`src/rtl/pulse_measure_ctrl.sv`:
```
// pulse_measure_ctrl: sequencer for one pulse propagation time measurement.
// Launches a transmit pulse, counts cycles until the echo arrives or the
// timeout expires, then holds the count until the consumer acknowledges it.
module pulse_measure_ctrl #(
  parameter int CNT_W     = 16,
  parameter int PULSE_LEN = 4,
  parameter int TIMEOUT   = 50000
) (
  input  logic             i_Clk,
  input  logic             i_Rst,
  input  logic             i_Start,
  input  logic             i_Echo,
  input  logic             i_Ack,
  output logic             o_Tx_Pulse,
  output logic             o_Busy,
  output logic             o_Valid,
  output logic             o_Timeout,
  output logic [CNT_W-1:0] o_Result
);

  typedef enum logic [1:0] {
    IDLE = 2'd0,
    FIRE = 2'd1,
    WAIT = 2'd2,
    DONE = 2'd3
  } state_t;

  // Counter value in the last transmit cycle and in the last waiting cycle
  localparam logic [CNT_W-1:0] LAST_FIRE = CNT_W'(PULSE_LEN - 1);
  localparam logic [CNT_W-1:0] LAST_CNT  = CNT_W'(TIMEOUT - 1);
  localparam logic [CNT_W-1:0] TO_VAL    = CNT_W'(TIMEOUT);

  state_t           state;
  logic [CNT_W-1:0] count;

  // Measurement sequencer with registered outputs
  always_ff @(posedge i_Clk or posedge i_Rst) begin
    if (i_Rst) begin
      state      <= IDLE;
      count      <= '0;
      o_Tx_Pulse <= 1'b0;
      o_Busy     <= 1'b0;
      o_Valid    <= 1'b0;
      o_Timeout  <= 1'b0;
      o_Result   <= '0;
    end else begin
      case (state)
        IDLE: begin
          if (i_Start) begin
            state      <= FIRE;
            count      <= '0;
            o_Tx_Pulse <= 1'b1;
            o_Busy     <= 1'b1;
          end
        end
        FIRE, WAIT: begin
          // Echo has priority over the timeout on the final counted edge
          if (i_Echo) begin
            state      <= DONE;
            o_Result   <= count;
            o_Timeout  <= 1'b0;
            o_Tx_Pulse <= 1'b0;
            o_Valid    <= 1'b1;
          end else if (count == LAST_CNT) begin
            state      <= DONE;
            o_Result   <= TO_VAL;
            o_Timeout  <= 1'b1;
            o_Tx_Pulse <= 1'b0;
            o_Valid    <= 1'b1;
          end else begin
            count <= count + CNT_W'(1);
            if (state == FIRE && count == LAST_FIRE) begin
              state      <= WAIT;
              o_Tx_Pulse <= 1'b0;
            end
          end
        end
        DONE: begin
          if (i_Ack) begin
            state   <= IDLE;
            o_Valid <= 1'b0;
            o_Busy  <= 1'b0;
          end
        end
        default: state <= IDLE;
      endcase
    end
  end

endmodule

```
`config.mk`:
```
export PLATFORM = sky130hd
export DESIGN_NAME = pulse_measure_ctrl
export DESIGN_NICKNAME = d
export VERILOG_FILES = /design/src/rtl/pulse_measure_ctrl.sv
export SDC_FILE = /design/constraint.sdc
export NUM_CORES = 1
export LEC_CHECK = 0
export BUFFER_PORTS_ARGS = -buffer_cell sky130_fd_sc_hd__buf_4
export CAP_MARGIN = 20
export CORE_MARGIN = 8
export CORE_UTILIZATION = 50
export CTS_BUF_LIST = sky130_fd_sc_hd__clkbuf_16
export DETAILED_ROUTE_END_ITERATION = 12
export GPL_TIMING_DRIVEN = 1
export PLACE_DENSITY = 0.71
export SLEW_MARGIN = 5
export SYNTH_ARGS = -nofsm -noshare
export SYNTH_HDL_FRONTEND = slang
export SYNTH_SLANG_ARGS = --single-unit
```
`constraint.sdc`:
```
create_clock -name i_Clk -period 2.3 [get_ports i_Clk]
set_input_delay 0.115 -clock i_Clk [delete_from_list [all_inputs] [get_ports i_Clk]]
set_output_delay 0.115 -clock i_Clk [all_outputs]
set_load 0.005 [all_outputs]
```
==> Word level (Yosys, flattened, before mapping) <==
Index checks and enable logic that the tools add are counted.
{ "classes": {"eq_ne": 11, "n_mux": 23, "addsub": 1, "n_reduce_logical": 13} }
{ "op_table": {"columns": ["operator", "count"], "rows": [
  ["$mux W16", 5],
  ["$pmux W16 S2", 1],
  ["$add A16 B1 Y16 const B", 1],
  ["$eq A16 B16 Y1 const B", 1],
  ["$eq A16 B2 Y1 const B", 1],
  ["$reduce_and A3 Y1", 4],
  ["$mux W2", 5],
  ["$mux W1", 8],
  ["$ne A2 B2 Y1 const B", 4],
  ["$reduce_bool A2 Y1", 4],
  ["$pmux W1 S2", 3],
  ["$pmux W2 S3", 1],
  ["$eq A2 B2 Y1 const B", 2],
  ["$ne A4 B4 Y1 const B", 1],
  ["$reduce_and A4 Y1", 1],
  ["$ne A3 B3 Y1 const B", 1],
  ["$eq A2 B1 Y1 const B", 1],
  ["$logic_not A2 Y1", 1],
  ["$reduce_and A2 Y1", 1],
  ["$reduce_or A2 Y1", 1],
  ["$logic_and A1 B1 Y1", 1]
]} }
{ "totals": {"output_inout_bits": 20, "reg_bits": 38, "input_bits": 5} }

==> Depth between registers and ports, before layout <==
Gate-level depths: netlist of the first run.
{ "logic_depth": {"word_depth": 6, "depth_mapped": 8, "ltp_nobuf": 7} }

==> Worst setup path after synthesis of the first run <==
Ideal clock, no wire load.
{ "synth_path": {"path_type": "flip-flop to flip-flop", "from": "reg state[0]", "to": "reg count[8]", "setup_slack_ns": 0.412, "stages_incl_launch_ff": 8, "period_less_slack_ns": 1.888, "setup_time_ns": 0.110, "t_arrival_ns": 1.778, "path_cell_list": "dfrtp_1 > inv_1 > ha_1 > buf_4 > and2_4 > buf_6 > or3_4 > o41ai_1"} }
{ "synth_via": {"elab_chain_len": 4, "word_cells_on_any_way": 10, "cone_classes": "5 x eq/ne; 1 x mux; 4 x reduce/logical"} }
{ "synth_lines": {"columns": ["item", "line", "text"], "rows": [
  ["from (decl)", "33", "state_t state;"],
  ["from (signal assigned)", "39", "state <= IDLE;"],
  ["from (signal assigned)", "50", "state <= FIRE;"],
  ["from (signal assigned)", "59", "state <= DONE;"],
  ["$eq A2 B1 Y1 / $eq A2 B2 Y1 (equally long branches)", "47", "case (state)"],
  ["$reduce_or A2 Y1", "47", null],
  ["$ne A2 B2 Y1 (no line) / $reduce_bool A2 Y1 (equally long branches)", null, null],
  ["$reduce_and A4 Y1 (no line)", null, null],
  ["to (signal assigned)", "71", "count <= count + CNT_W'(1);"],
  ["to (decl)", "34", "logic [CNT_W-1:0] count;"]
]} }
Parallel ways exist; a longest one is shown, timed or not.
A chain may end at the register's enable or synchronous reset.

==> Final worst setup path of the first run <==
{ "layout_path": {"from": "reg count[0]", "to": "reg o_Result[8]"} }
{ "layout_via": {"elab_chain_len": 3} }
{ "layout_lines": {"columns": ["item", "line", "text"], "rows": [
  ["$eq A16 B16 Y1", "64", "end else if (count == LAST_CNT) begin"],
  ["$reduce_bool A2 Y1 (no line)", null, null],
  ["$reduce_and A2 Y1 (no line)", null, null],
  ["to (signal assigned)", "60", "o_Result <= count;"],
  ["to (decl)", "18", "output logic [CNT_W-1:0] o_Result"]
]} }
No other way between the ends.

==> flow_summary.html, run 1 <==
<table>
<tr><th>Metric</th><th>Value</th></tr>
<tr><th colspan="2">Run status</th></tr>
<tr><td>Result of the run</td><td>completed</td></tr>
<tr><th colspan="2">Placement</th></tr>
<tr><td>DP Cell Count</td><td>~250</td></tr>
<tr><td>Final weighted congestion in routability-driven placement</td><td>roughly 0.9</td></tr>
<tr><td>Number of buffers inserted by port buffering</td><td>24</td></tr>
<tr><td>Setup slack at placement</td><td>roughly 270 ps</td></tr>
<tr><td>Detail Placement HPWL</td><td>about 3000 um</td></tr>
<tr><th colspan="2">Synthesis</th></tr>
<tr><td>Post-synthesis area per instance</td><td>~11 sq um</td></tr>
<tr><td>Synth Warn #</td><td>0</td></tr>
<tr><td>Syn Nets</td><td>188</td></tr>
<tr><td>Share of synthesized flip-flops with an asynchronous set or reset</td><td>100.0%</td></tr>
<tr><td>Number of register bits inferred by synthesis</td><td>38</td></tr>
<tr><td>Proportion of synthesized chip area in sequential cells</td><td>~50%</td></tr>
<tr><td>Cell types with the largest area share after synthesis</td><td>dfrtp_1 50%, a22o_1 4.1%, ha_1 3.3%, xor2_1 3.2%, o21ai_0 3.1%</td></tr>
<tr><td>Summed instance area of the synthesized netlist</td><td>approximately 0.0019 sq mm</td></tr>
<tr><td>Count of distinct cell types in the synthesized netlist</td><td>49</td></tr>
<tr><td>Cell taking the most area after synthesis</td><td>dfrtp_1</td></tr>
<tr><td>Commonest register cell after synthesis</td><td>dfrtp_1</td></tr>
<tr><td>Number of flops mapped to enable cells by yosys</td><td>0</td></tr>
<tr><td>Number of instances in the synthesized netlist</td><td>between 150 and 200</td></tr>
<tr><td>Top post-synthesis cells by count</td><td>38 x dfrtp_1, 15 x nand2_1, 12 x nor2_1, 12 x o21ai_0, 9 x a22o_1</td></tr>
<tr><td>Most numerous cell in the Yosys netlist</td><td>dfrtp_1</td></tr>
<tr><td>Share of the synthesized area in the top cell type</td><td>around half</td></tr>
<tr><th colspan="2">Clocking</th></tr>
<tr><td>Number of buffers added for setup after CTS</td><td>0</td></tr>
<tr><td># clock sinks</td><td>38</td></tr>
<tr><td>H-tree depth reported by CTS</td><td>2</td></tr>
<tr><td>Root Buffer Master</td><td>clkbuf_16</td></tr>
<tr><td>Maximum buffer depth of the clock tree</td><td>2</td></tr>
<tr><td>CTS tree</td><td>built</td></tr>
<tr><td>Clock transition time at the flip-flop clock pins of the worst setup and hold paths</td><td>approximately 50 ps</td></tr>
<tr><td>Number of buffers inserted for hold repair after clock tree synthesis</td><td>1</td></tr>
<tr><td>Post-cts gate resize count</td><td>0</td></tr>
<tr><td>Insertion delay of the later-clocked pin in the worst-skew pair</td><td>roughly 280 ps</td></tr>
<tr><td>Num CTS Buffers</td><td>5</td></tr>
<tr><th colspan="2">Finish</th></tr>
<tr><td>Antenna Diode Count</td><td>0</td></tr>
<tr><td>Ratio of cells with drive above 1 in the final layout</td><td>between 20% and 30%</td></tr>
<tr><td>Number of standard cells in the final layout excluding fillers</td><td>around 250</td></tr>
<tr><td>Signed area change from the synthesized netlist to the final layout</td><td>18.82%</td></tr>
<tr><td>Total number of nets in the final design</td><td>between 200 and 250</td></tr>
<tr><th colspan="2">Worst hold path</th></tr>
<tr><td>Hold worst-path end</td><td>o_Busy</td></tr>
<tr><td>Tightest Hold Check Type</td><td>in2reg</td></tr>
<tr><td>Worst hold path cell count</td><td>3</td></tr>
<tr><td>Startpoint of the tightest hold check path</td><td>i_Start</td></tr>
<tr><th colspan="2">Routing</th></tr>
<tr><td>Routed Antenna Nets</td><td>0</td></tr>
<tr><td>Detailed Route Iter0 Violations</td><td>slightly above 70</td></tr>
<tr><td>Via total after detailed routing</td><td>~1500</td></tr>
<tr><td>Number of DRC violations after detailed routing</td><td>0</td></tr>
<tr><td>First-pass iteration count of the detailed router</td><td>4</td></tr>
<tr><td>Total Routed Length</td><td>between 4000 and 5000 um</td></tr>
<tr><td>Post-detailed-route wirelength per cell</td><td>16.09 um</td></tr>
<tr><td>Mean number of vias per cell</td><td>5.756</td></tr>
<tr><th colspan="2">Critical path</th></tr>
<tr><td>Critical setup path kind</td><td>reg2reg</td></tr>
<tr><td>Critical-path maximum fanout</td><td>8</td></tr>
<tr><td>Category of the worst setup path launch point</td><td>flop</td></tr>
<tr><td>R2R cell count</td><td>6</td></tr>
<tr><td>Worst flop-to-flop path endpoint</td><td>o_Result[8]</td></tr>
<tr><td>Slowest stage cell on the critical path</td><td>dfrtp_1</td></tr>
<tr><td>Worst EP required</td><td>2510 ps</td></tr>
<tr><td>R2r startpoint</td><td>count[0]</td></tr>
<tr><td>Worst-path cell chain</td><td>ha_1 -&gt; nor4b_2 -&gt; a41oi_4 -&gt; nor2b_1 -&gt; buf_4 -&gt; o22a_1</td></tr>
<tr><td>Crit end category</td><td>flop</td></tr>
<tr><td>Data arrival time of the critical path</td><td>about 2300 ps</td></tr>
<tr><td>Flop2flop setup slack</td><td>between 200 and 250 ps</td></tr>
<tr><td>Critical path's largest stage delay</td><td>roughly 400 ps</td></tr>
<tr><th colspan="2">Power</th></tr>
<tr><td>Leakage Power</td><td>~1.1 nW</td></tr>
<tr><td>Power density relative to cell area</td><td>1141 mW/mm^2</td></tr>
<tr><td>Max IR drop VDD</td><td>roughly 650 uV</td></tr>
<tr><th colspan="2">Floorplan</th></tr>
<tr><td>Total die area</td><td>slightly above 0.006 sq mm</td></tr>
<tr><td>Floorplan row count</td><td>22</td></tr>
<tr><td>Core Box Area</td><td>0.003661 sq mm</td></tr>
<tr><td>I/O pin count</td><td>25</td></tr>
<tr><td>Die span in x</td><td>77.88 um</td></tr>
<tr><td>Die extent in y</td><td>slightly below 80 um</td></tr>
<tr><td>Effective utilization at floorplan</td><td>a little over half</td></tr>
<tr><th colspan="2">STA</th></tr>
<tr><td>Crit share post-route</td><td>roughly 90%</td></tr>
<tr><td>Unrepaired setup endpoints after global routing</td><td>no</td></tr>
<tr><td>Setup TNS after final layout</td><td>0 ps</td></tr>
<tr><td>Final Hold Fails</td><td>0</td></tr>
<tr><td>Worst relative slew slack</td><td>67.31%</td></tr>
<tr><td>Final number of setup-violating endpoints</td><td>0</td></tr>
<tr><td>Final Worst Setup Slack</td><td>around 230 ps</td></tr>
<tr><td>F_max</td><td>just under 0.5 GHz</td></tr>
<tr><td>Max-slew violation count</td><td>0</td></tr>
<tr><td>Measured slew at the worst slew-check pin</td><td>roughly 490 ps</td></tr>
<tr><td>Crit path time final</td><td>just over 2000 ps</td></tr>
<tr><td>Final setup skew</td><td>4.731 ps</td></tr>
<tr><th colspan="2">Global route</th></tr>
<tr><td>Antenna violations before repair</td><td>0</td></tr>
<tr><td>All-layer global routing usage</td><td>14.06%</td></tr>
<tr><td>Total grt overflow</td><td>0</td></tr>
<tr><td>Number of global-route vias before repair</td><td>~1500</td></tr>
<tr><td>Largest net degree at the start of global routing</td><td>39</td></tr>
<tr><td>Global-route wire length before repair</td><td>6989 um</td></tr>
<tr><th colspan="2">Job</th></tr>
<tr><td>Count of maximum capacitance violations</td><td>0</td></tr>
</table>
## layer usage
layer / global-route usage [%] / up-vias / wire length (um)
li1: - / 697 / -
met1: 17.29 / 714 / 1832
met2: 21.22 / 40 / 1890
met3: 5.415 / 11 / 261
met4: 6.604 / 0 / 102
met5: 0 / - / 0
## logic make-up (layout without fill, tap and decap cells)
logic type	Yosys count	in the layout	share of synthesized area [%]
simple gates	62	62	19.35
compound gates	45	45	17.78
flops	38	38	49.67
buf+inv	17	45	4.575
xor+xnor	8	8	3.660
fa+ha+maj	5	5	3.268
mux	3	3	1.699
## metrics by stage
step                area (sq um)  power (mW)  hold WS (ps)  util [%]
global placement            2127       1.947         252.5     58.10
floorplan                   1914       1.658         297.8         -
detailed placement          2127       1.986         266.6     58.10
finish                      2275       2.596         137.0     62.13
CTS                         2275       2.633         132.9     62.13
global route                2275       2.787         134.6     62.13
## placed cells by master, fill, tap and decap left out, types with 2 or more instances in the layout
| cell | count |
|---|---|
| inv_1 | 9 |
| ha_1 | 5 |
| clkbuf_16 | 5 |
| o21ai_1 | 4 |
| o22a_1 | 6 |
| and3_1 | 2 |
| a22o_1 | 9 |
| a21oi_1 | 2 |
| buf_4 | 28 |
| nor4_4 | 2 |
| nor2_1 | 12 |
| dfrtp_1 | 38 |
| or3_1 | 2 |
| o31ai_1 | 3 |
| nand2_1 | 15 |
| nand3_1 | 8 |
| o21ai_0 | 12 |
| nand4_1 | 5 |
| mux2_1 | 2 |
| nor3_1 | 2 |
| xor2_1 | 7 |
## state kept, by name, summed over array words and instances, names as in the netlist
register and cells:
state 2, o_Valid 1, o_Result 16, count 16, o_Busy 1, o_Tx_Pulse 1
o_Timeout 1
## layout make-up
class / instances / area [sq um]
fillers: 294 / 1386
flip-flops and latches: 38 / 950.9
multi-input cells: 123 / 875.8
repair buffers: 29 / 220.2
clock buffers: 5 / 125.1
well taps: 48 / 60.06
inverters: 8 / 30.03
clock inverters: 3 / 12.51
## power breakdown
group	total, mW	internal (mW)	switching [mW]
Sequential	0.914	0.816	0.0983
Combinational	1.05	0.474	0.577
Clock	0.631	0.391	0.240
Total	2.60	1.68	0.916
## worst max-delay path: cells and delay by family (launching register included)
| kind | cells | cell delay (ps) |
|---|---|---|
| and+or+nand+nor | 2 | 730 |
| DFF | 1 | 400 |
| AOI/OAI and AO/OA | 2 | 390 |
| adders and majority gates | 1 | 280 |
| buffers and inverters | 1 | 210 |
## how the worst max path moves through the flow
| stage | depth (start not counted) | slack [ps] | to | startpoint |
|---|---|---|---|---|
| final | 6 | 230 | o_Result[8] | count[0] |
| after global routing | 6 | 80 | o_Result[15] | count[0] |
| after CTS | 6 | 220 | o_Result[8] | count[0] |
| after detailed placement | 6 | 270 | state[0] | count[0] |
| after global placement | 6 | 280 | state[0] | count[0] |
| after floorplan | 7 | 410 | count[8] | state[0] |
(Power assumes the default switching activity.)
==> run 2, diff against run 1 <==
- CORE_MARGIN: 8 -> 2
==> flow_summary.html, run 2 (synthesized netlist as in run 1, its figures left out) <==
<table>
<tr><th>Metric</th><th>Value</th></tr>
<tr><th colspan="2">Routing</th></tr>
<tr><td>Mean number of vias per cell</td><td>5.697 (-1.0%)</td></tr>
<tr><td>Detailed Route Iter0 Violations</td><td>76 (+7.0%)</td></tr>
<tr><td>Post-detailed-route wirelength per cell</td><td>15.63 um (-2.9%)</td></tr>
<tr><td>Routed Antenna Nets</td><td>0 (unchanged)</td></tr>
<tr><td>Via total after detailed routing</td><td>1447 (-1.0%)</td></tr>
<tr><td>First-pass iteration count of the detailed router</td><td>4 (unchanged)</td></tr>
<tr><td>Total Routed Length</td><td>3969 um (-2.9%)</td></tr>
<tr><td>Number of DRC violations after detailed routing</td><td>0 (unchanged)</td></tr>
<tr><th colspan="2">Worst hold path</th></tr>
<tr><td>Tightest Hold Check Type</td><td>in2reg</td></tr>
<tr><th colspan="2">Power</th></tr>
<tr><td>Internal Pwr Total</td><td>1.680 mW (about the same)</td></tr>
<tr><td>Leakage Power</td><td>1.057 nW (unchanged)</td></tr>
<tr><td>Max IR drop VDD</td><td>766.6 uV (+17%)</td></tr>
<tr><td>Part of the total power dissipated in sequential elements</td><td>35.2% (about the same)</td></tr>
<tr><td>Power density relative to cell area</td><td>1143 mW/mm^2 (+0.15%)</td></tr>
<tr><td>Logic pwr share</td><td>40.2% (-0.3 points)</td></tr>
<tr><td>Clock network fraction of design power</td><td>24.6% (+0.3 points)</td></tr>
<tr><td>Share of total power consumed by net switching</td><td>35.39% (+0.12 points)</td></tr>
<tr><td>Sw power</td><td>0.9201 mW (+0.49%)</td></tr>
<tr><td>Total Power Consumption</td><td>2.600 mW (+0.15%)</td></tr>
<tr><th colspan="2">Critical path</th></tr>
<tr><td>Crit end category</td><td>flop</td></tr>
<tr><td>Slowest stage cell on the critical path</td><td>dfrtp_1</td></tr>
<tr><td>Worst EP required</td><td>2520 ps (about the same)</td></tr>
<tr><td>Worst-path cell chain</td><td>ha_1 -&gt; nor4b_2 -&gt; a41oi_4 -&gt; nor2b_1 -&gt; buf_4 -&gt; o22a_1</td></tr>
<tr><td>Critical path's largest stage delay</td><td>410 ps (about the same)</td></tr>
<tr><td>Critical-path maximum fanout</td><td>8 (unchanged)</td></tr>
<tr><td>Data arrival time of the critical path</td><td>2260 ps (-30 ps)</td></tr>
<tr><td>Category of the worst setup path launch point</td><td>flop</td></tr>
<tr><td>Critical setup path kind</td><td>reg2reg</td></tr>
<tr><th colspan="2">Finish</th></tr>
<tr><td>Summed area of non-filler cells in the final layout</td><td>0.002275 sq mm (unchanged)</td></tr>
<tr><td>Ratio of cells with drive above 1 in the final layout</td><td>21.84% (unchanged)</td></tr>
<tr><td>Largest registers</td><td>count: 16 flops, o_Result: 16 flops, state: 2 flops</td></tr>
<tr><td>Antenna Diode Count</td><td>0 (unchanged)</td></tr>
<tr><td>Most frequent standard cell in the layout excluding fill and tap cells</td><td>dfrtp_1</td></tr>
<tr><td>Total number of nets in the final design</td><td>215 (unchanged)</td></tr>
<tr><td>Signed area change from the synthesized netlist to the final layout</td><td>18.82% (unchanged)</td></tr>
<tr><td>Post-route core utilization</td><td>62.13% (unchanged)</td></tr>
<tr><td>Number of standard cells in the final layout excluding fillers</td><td>254 (unchanged)</td></tr>
<tr><td>Leading cell types in the layout, fill and taps excluded</td><td>38 x dfrtp_1, 28 x buf_4, 15 x nand2_1</td></tr>
<tr><th colspan="2">Clocking</th></tr>
<tr><td>Insertion delay of the later-clocked pin in the worst-skew pair</td><td>280 ps (about the same)</td></tr>
<tr><td>H-tree depth reported by CTS</td><td>2 (unchanged)</td></tr>
<tr><td>CTS tree</td><td>built</td></tr>
<tr><td>Num CTS Buffers</td><td>5 (unchanged)</td></tr>
<tr><td>Number of buffers added for setup after CTS</td><td>0 (unchanged)</td></tr>
<tr><td>Clock transition time at the flip-flop clock pins of the worst setup and hold paths</td><td>50 ps (about the same)</td></tr>
<tr><td>Root Buffer Master</td><td>clkbuf_16</td></tr>
<tr><td># clock sinks</td><td>38 (unchanged)</td></tr>
<tr><td>Maximum buffer depth of the clock tree</td><td>2 (unchanged)</td></tr>
<tr><th colspan="2">Placement</th></tr>
<tr><td>Number of buffers inserted by port buffering</td><td>24 (unchanged)</td></tr>
<tr><td>Detail Placement HPWL</td><td>2826 um (-4.5%)</td></tr>
<tr><td>DP Cell Count</td><td>245 (unchanged)</td></tr>
<tr><td>Final weighted congestion in routability-driven placement</td><td>0.9096 (+0.90%)</td></tr>
<tr><td>Setup slack at placement</td><td>246.0 ps (-20.26 ps)</td></tr>
<tr><td>Area of placed instances</td><td>0.002127 sq mm (unchanged)</td></tr>
<tr><th colspan="2">STA</th></tr>
<tr><td>WHS</td><td>136.7 ps (-0.2710 ps)</td></tr>
<tr><td>Final Hold Fails</td><td>0 (unchanged)</td></tr>
<tr><td>Worst relative slew slack</td><td>68.42% (+1.1 points)</td></tr>
<tr><td>Crit share post-route</td><td>88.72% (-1.5 points)</td></tr>
<tr><td>Measured slew at the worst slew-check pin</td><td>473.7 ps (-12.80 ps)</td></tr>
<tr><td>Setup TNS after final layout</td><td>0 ps (unchanged)</td></tr>
<tr><td>Unrepaired setup endpoints after global routing</td><td>no</td></tr>
<tr><td>Final setup skew</td><td>2.359 ps (-2.373 ps)</td></tr>
<tr><td>Crit path time final</td><td>2040 ps (-33.64 ps)</td></tr>
<tr><td>Final number of setup-violating endpoints</td><td>0 (unchanged)</td></tr>
<tr><td>F_max</td><td>0.4901 GHz (+1.6%)</td></tr>
<tr><td>Final Worst Setup Slack</td><td>259.5 ps (+33.64 ps)</td></tr>
<tr><td>Max-slew violation count</td><td>0 (unchanged)</td></tr>
<tr><th colspan="2">Global route</th></tr>
<tr><td>Antenna violations before repair</td><td>0 (unchanged)</td></tr>
<tr><td>All-layer global routing usage</td><td>20.74% (+6.7 points)</td></tr>
<tr><td>Global-route wire length before repair</td><td>6720 um (-3.8%)</td></tr>
<tr><td>Total grt overflow</td><td>0 (unchanged)</td></tr>
<tr><td>Largest net degree at the start of global routing</td><td>39 (unchanged)</td></tr>
<tr><td>Number of global-route vias before repair</td><td>1473 (-0.94%)</td></tr>
<tr><th colspan="2">Floorplan</th></tr>
<tr><td>Effective utilization at floorplan</td><td>52.29% (unchanged)</td></tr>
<tr><td>Die span in x</td><td>65.88 um (-15%)</td></tr>
<tr><td>Core Box Area</td><td>0.003661 sq mm (unchanged)</td></tr>
<tr><td>I/O pin count</td><td>25 (unchanged)</td></tr>
<tr><td>Floorplan row count</td><td>22 (unchanged)</td></tr>
<tr><td>Die extent in y</td><td>65.88 um (-15%)</td></tr>
<tr><td>Total die area</td><td>0.004340 sq mm (-28%)</td></tr>
<tr><th colspan="2">Run status</th></tr>
<tr><td>Result of the run</td><td>completed</td></tr>
<tr><th colspan="2">Job</th></tr>
<tr><td>Count of maximum capacitance violations</td><td>0 (unchanged)</td></tr>
</table>
run 2: cell counts in the layout (fill, tap and decap cells not counted):
No cell type changed its count.
run 2: per-layer routing:
| layer | vias up | GRT usage, % | wire (um) |
|---|---|---|---|
| li1 | 694 | - | - |
| met5 | - | 0 | 0 |
| met2 | 40 | 33.21 | 1814 |
| met4 | 0 | 12.50 | 108 |
| met3 | 9 | 3.918 | 199 |
| met1 | 704 | 25.92 | 1847 |
run 2: worst max-delay path, delay by kind of cell, from the launching register on:
kind | cells | cell delay, ps
AO/OA/AOI/OAI | 2 | 380
flip-flops | 1 | 410
AND/OR/NAND/NOR | 2 | 690
buffers and inverters | 1 | 210
adder cells (fa/ha/maj) | 1 | 290
run 2: repair_timing:
item                                   in CTS  in global routing
gates resized for setup                     0                  0
endpoints found under the hold margin      38                  0
hold buffers                                1                  0
run 2: worst paths after layout:
path / start / to / slack, ps / cells after the start
max reg2reg: count[0] / o_Result[8] / 260 / 6
max: count[0] / o_Result[8] / 260 / 6
min reg2reg: o_Result[3] / o_Result[3] / 490 / 2
min: i_Start / o_Busy / 140 / 3
min in group asynchronous: i_Rst / o_Result[12] / 510 / 4
max in group asynchronous: i_Rst / o_Result[8] / 1460 / 4
run 2: power groups by stage:
stage | combinational [mW] | clock [mW] | sequential (mW)
2_1_floorplan | 0.740 | 0 | 0.918
3_3_place_gp | 1.02 | 0 | 0.916
3_5_place_dp | 1.06 | 0 | 0.924
4_1_cts | 1.06 | 0.650 | 0.916
5_1_grt | 1.17 | 0.673 | 0.935
6_report | 1.05 | 0.639 | 0.916
run 2: layout make-up:
cell class,count,area [sq um]
Multi-Input combinational cell,123,875.8
Clock inverter,3,12.51
Timing Repair Buffer,29,220.2
Inverter,8,30.03
Clock buffer,5,125.1
Fill cell,314,1386
Tap cell,48,60.06
Sequential cell,38,950.9
==> run 3, diff against run 2 <==
- CELL_PAD_IN_SITES_DETAIL_PLACEMENT: default -> 0
- CELL_PAD_IN_SITES_GLOBAL_PLACEMENT: default -> 1
- CORE_UTILIZATION: 50 -> 45
- PLACE_DENSITY: 0.71 -> default
- PLACE_DENSITY_LB_ADDON: default -> 0.1
==> flow_summary.html, run 3 (synthesized netlist as in run 1, its figures left out) <==
<table>
<tr><th>Metric</th><th>Value</th></tr>
<tr><th colspan="2">Clocking</th></tr>
<tr><td>Number of buffers inserted for hold repair after clock tree synthesis</td><td>1 (unchanged)</td></tr>
<tr><td>Number of buffers added for setup after CTS</td><td>0 (unchanged)</td></tr>
<tr><td>Maximum buffer depth of the clock tree</td><td>2 (unchanged)</td></tr>
<tr><td>CTS tree</td><td>built</td></tr>
<tr><td>Root Buffer Master</td><td>clkbuf_16</td></tr>
<tr><td>H-tree depth reported by CTS</td><td>2 (unchanged)</td></tr>
<tr><td>Clock transition time at the flip-flop clock pins of the worst setup and hold paths</td><td>60 ps (about the same)</td></tr>
<tr><td>Post-cts gate resize count</td><td>0 (unchanged)</td></tr>
<tr><td>Num CTS Buffers</td><td>5 (unchanged)</td></tr>
<tr><td>Insertion delay of the later-clocked pin in the worst-skew pair</td><td>280 ps (about the same)</td></tr>
<tr><td># clock sinks</td><td>38 (unchanged)</td></tr>
<tr><th colspan="2">Routing</th></tr>
<tr><td>First-pass iteration count of the detailed router</td><td>4 (unchanged)</td></tr>
<tr><td>Number of DRC violations after detailed routing</td><td>0 (unchanged)</td></tr>
<tr><td>Mean number of vias per cell</td><td>5.595 (-1.8%)</td></tr>
<tr><td>Detailed Route Iter0 Violations</td><td>84 (+11%)</td></tr>
<tr><td>Total Routed Length</td><td>4163 um (+4.9%)</td></tr>
<tr><td>Post-detailed-route wirelength per cell</td><td>16.20 um (+3.7%)</td></tr>
<tr><td>Routed Antenna Nets</td><td>0 (unchanged)</td></tr>
<tr><td>Via total after detailed routing</td><td>1438 (-0.62%)</td></tr>
<tr><th colspan="2">Floorplan</th></tr>
<tr><td>I/O pin count</td><td>25 (unchanged)</td></tr>
<tr><td>Die extent in y</td><td>69.23 um (+5.1%)</td></tr>
<tr><td>Core Box Area</td><td>0.004058 sq mm (+11%)</td></tr>
<tr><td>Floorplan row count</td><td>23 (+4.5%)</td></tr>
<tr><td>Total die area</td><td>0.004792 sq mm (+10%)</td></tr>
<tr><td>Die span in x</td><td>69.23 um (+5.1%)</td></tr>
<tr><td>Effective utilization at floorplan</td><td>47.18% (-5.1 points)</td></tr>
<tr><th colspan="2">STA</th></tr>
<tr><td>Crit share post-route</td><td>90.32% (+1.6 points)</td></tr>
<tr><td>Measured slew at the worst slew-check pin</td><td>463.0 ps (-10.73 ps)</td></tr>
<tr><td>Unrepaired setup endpoints after global routing</td><td>no</td></tr>
<tr><td>Final Hold Fails</td><td>0 (unchanged)</td></tr>
<tr><td>Crit path time final</td><td>2077 ps (+36.96 ps)</td></tr>
<tr><td>Max-slew violation count</td><td>0 (unchanged)</td></tr>
<tr><td>F_max</td><td>0.4814 GHz (-1.8%)</td></tr>
<tr><td>Final number of setup-violating endpoints</td><td>0 (unchanged)</td></tr>
<tr><td>Worst relative slew slack</td><td>68.90% (+0.48 points)</td></tr>
<tr><td>Final Worst Setup Slack</td><td>222.6 ps (-36.96 ps)</td></tr>
<tr><td>Final setup skew</td><td>4.514 ps (+2.155 ps)</td></tr>
<tr><td>Setup TNS after final layout</td><td>0 ps (unchanged)</td></tr>
<tr><th colspan="2">Worst hold path</th></tr>
<tr><td>Tightest Hold Check Type</td><td>in2reg</td></tr>
<tr><td>Worst hold path cell count</td><td>3 (unchanged)</td></tr>
<tr><td>Startpoint of the tightest hold check path</td><td>i_Ack</td></tr>
<tr><td>Hold worst-path end</td><td>o_Valid</td></tr>
<tr><th colspan="2">Critical path</th></tr>
<tr><td>R2r startpoint</td><td>count[0]</td></tr>
<tr><td>Data arrival time of the critical path</td><td>2290 ps (+30 ps)</td></tr>
<tr><td>Category of the worst setup path launch point</td><td>flop</td></tr>
<tr><td>Worst-path cell chain</td><td>ha_1 -&gt; nor4b_2 -&gt; a41oi_4 -&gt; nor2b_1 -&gt; buf_4 -&gt; o22a_1</td></tr>
<tr><td>Critical setup path kind</td><td>reg2reg</td></tr>
<tr><td>Worst path bufs/invs</td><td>1 (unchanged)</td></tr>
<tr><td>Worst flop-to-flop path endpoint</td><td>o_Result[14]</td></tr>
<tr><td>Critical path's largest stage delay</td><td>410 ps (about the same)</td></tr>
<tr><td>Crit end category</td><td>flop</td></tr>
<tr><td>Flop2flop setup slack</td><td>220 ps (-40 ps)</td></tr>
<tr><td>Critical-path maximum fanout</td><td>8 (unchanged)</td></tr>
<tr><td>R2R cell count</td><td>6 (unchanged)</td></tr>
<tr><td>Worst EP required</td><td>2510 ps (about the same)</td></tr>
<tr><td>Kind of cell with the highest combined delay on the critical path</td><td>simple AND/OR/NAND/NOR gates</td></tr>
<tr><td>Slowest stage cell on the critical path</td><td>dfrtp_1</td></tr>
<tr><th colspan="2">Placement</th></tr>
<tr><td>Number of buffers inserted by port buffering</td><td>24 (unchanged)</td></tr>
<tr><td>Area of placed instances</td><td>0.002137 sq mm (+0.47%)</td></tr>
<tr><td>Final weighted congestion in routability-driven placement</td><td>0.8156 (-10%)</td></tr>
<tr><td>Detail Placement HPWL</td><td>2964 um (+4.9%)</td></tr>
<tr><td>Setup slack at placement</td><td>268.8 ps (+22.74 ps)</td></tr>
<tr><td>DP Cell Count</td><td>248 (+1.2%)</td></tr>
<tr><th colspan="2">Finish</th></tr>
<tr><td>Signed area change from the synthesized netlist to the final layout</td><td>19.35%</td></tr>
<tr><td>Number of standard cells in the final layout excluding fillers</td><td>257 (+1.2%)</td></tr>
<tr><td>Total number of nets in the final design</td><td>216 (+0.47%)</td></tr>
<tr><td>Summed area of non-filler cells in the final layout</td><td>0.002285 sq mm (+0.44%)</td></tr>
<tr><td>Most frequent standard cell in the layout excluding fill and tap cells</td><td>dfrtp_1</td></tr>
<tr><td>Ratio of cells with drive above 1 in the final layout</td><td>22.22% (+0.38 points)</td></tr>
<tr><td>Antenna Diode Count</td><td>0 (unchanged)</td></tr>
<tr><td>Leading cell types in the layout, fill and taps excluded</td><td>38 x dfrtp_1, 29 x buf_4, 15 x nand2_1</td></tr>
<tr><td>Largest registers</td><td>count: 16 flops, o_Result: 16 flops, state: 2 flops</td></tr>
<tr><th colspan="2">Power</th></tr>
<tr><td>Max IR drop VDD</td><td>615.8 uV (-20%)</td></tr>
<tr><td>Leakage Power</td><td>1.063 nW (+0.48%)</td></tr>
<tr><td>Power density relative to cell area</td><td>1150 mW/mm^2 (+0.60%)</td></tr>
<tr><th colspan="2">Job</th></tr>
<tr><td>Count of maximum capacitance violations</td><td>0 (unchanged)</td></tr>
<tr><th colspan="2">Global route</th></tr>
<tr><td>All-layer global routing usage</td><td>18.63% (-2.1 points)</td></tr>
<tr><td>Number of global-route vias before repair</td><td>1447 (-1.8%)</td></tr>
<tr><td>Total grt overflow</td><td>0 (unchanged)</td></tr>
<tr><td>Antenna violations before repair</td><td>0 (unchanged)</td></tr>
<tr><td>Largest net degree at the start of global routing</td><td>39 (unchanged)</td></tr>
<tr><td>Global-route wire length before repair</td><td>7079 um (+5.3%)</td></tr>
<tr><th colspan="2">Run status</th></tr>
<tr><td>Result of the run</td><td>completed</td></tr>
</table>
==> run 3: changes by cell type in the layout (fill, tap and decap cells not counted), sizes merged <==
cell,change
buf,+1
==> run 3: power breakdown <==
group | switching [mW] | internal, mW | leakage (nW)
clock network | 0.252 | 0.391 | 0.0724
registers | 0.101 | 0.816 | 0.501
logic | 0.584 | 0.483 | 0.490
total | 0.937 | 1.69 | 1.06
==> run 3: worst max path at each step <==
stage | startpoint | end | cells after the start
floorplan | state[0] | count[8] | 7
global placement | count[0] | o_Result[14] | 6
detailed placement | count[0] | o_Result[9] | 6
CTS | count[0] | o_Result[9] | 6
global route | count[0] | o_Result[9] | 6
finish | count[0] | o_Result[14] | 6
==> run 3: worst register-to-register path, delay by kind of cell (launching register included) <==
kind / cells / cell delay, ps
adders and majority gates: 1 / 270
DFF: 1 / 410
and+or+nand+nor: 2 / 740
buffers and inverters: 1 / 210
AOI/OAI and AO/OA: 2 / 370
==> run 3: per-stage QoR <==
stage / total power [mW] / util, % / hold WS, ps
6_report: 2.627 / 56.31 / 147.8
5_1_grt: 2.813 / 56.31 / 166.4
4_1_cts: 2.656 / 56.31 / 149.4
3_5_place_dp: 2.004 / 52.67 / 270.9
3_3_place_gp: 1.967 / 52.67 / 256.4
2_1_floorplan: 1.658 / - / 297.8
==> run 3: per-layer routing <==
metal  wire length [um]  share of wire, %  global-route usage (%)
met1               2058                49                   26.75
met2               1812                44                   26.82
met3                191               4.6                   4.215
met4                101               2.4                   8.497
met5                  0                 0                       0
==> run 3: area by class of cell <==
cell class | count | area (sq um)
clock inverter | 3 | 12.51
inverter | 8 | 30.03
timing repair buffer | 30 | 227.7
multi-input combinational | 123 | 875.8
sequential | 38 | 950.9
tap | 50 | 62.56
clock buffer | 5 | 125.1
fill | 373 | 1773
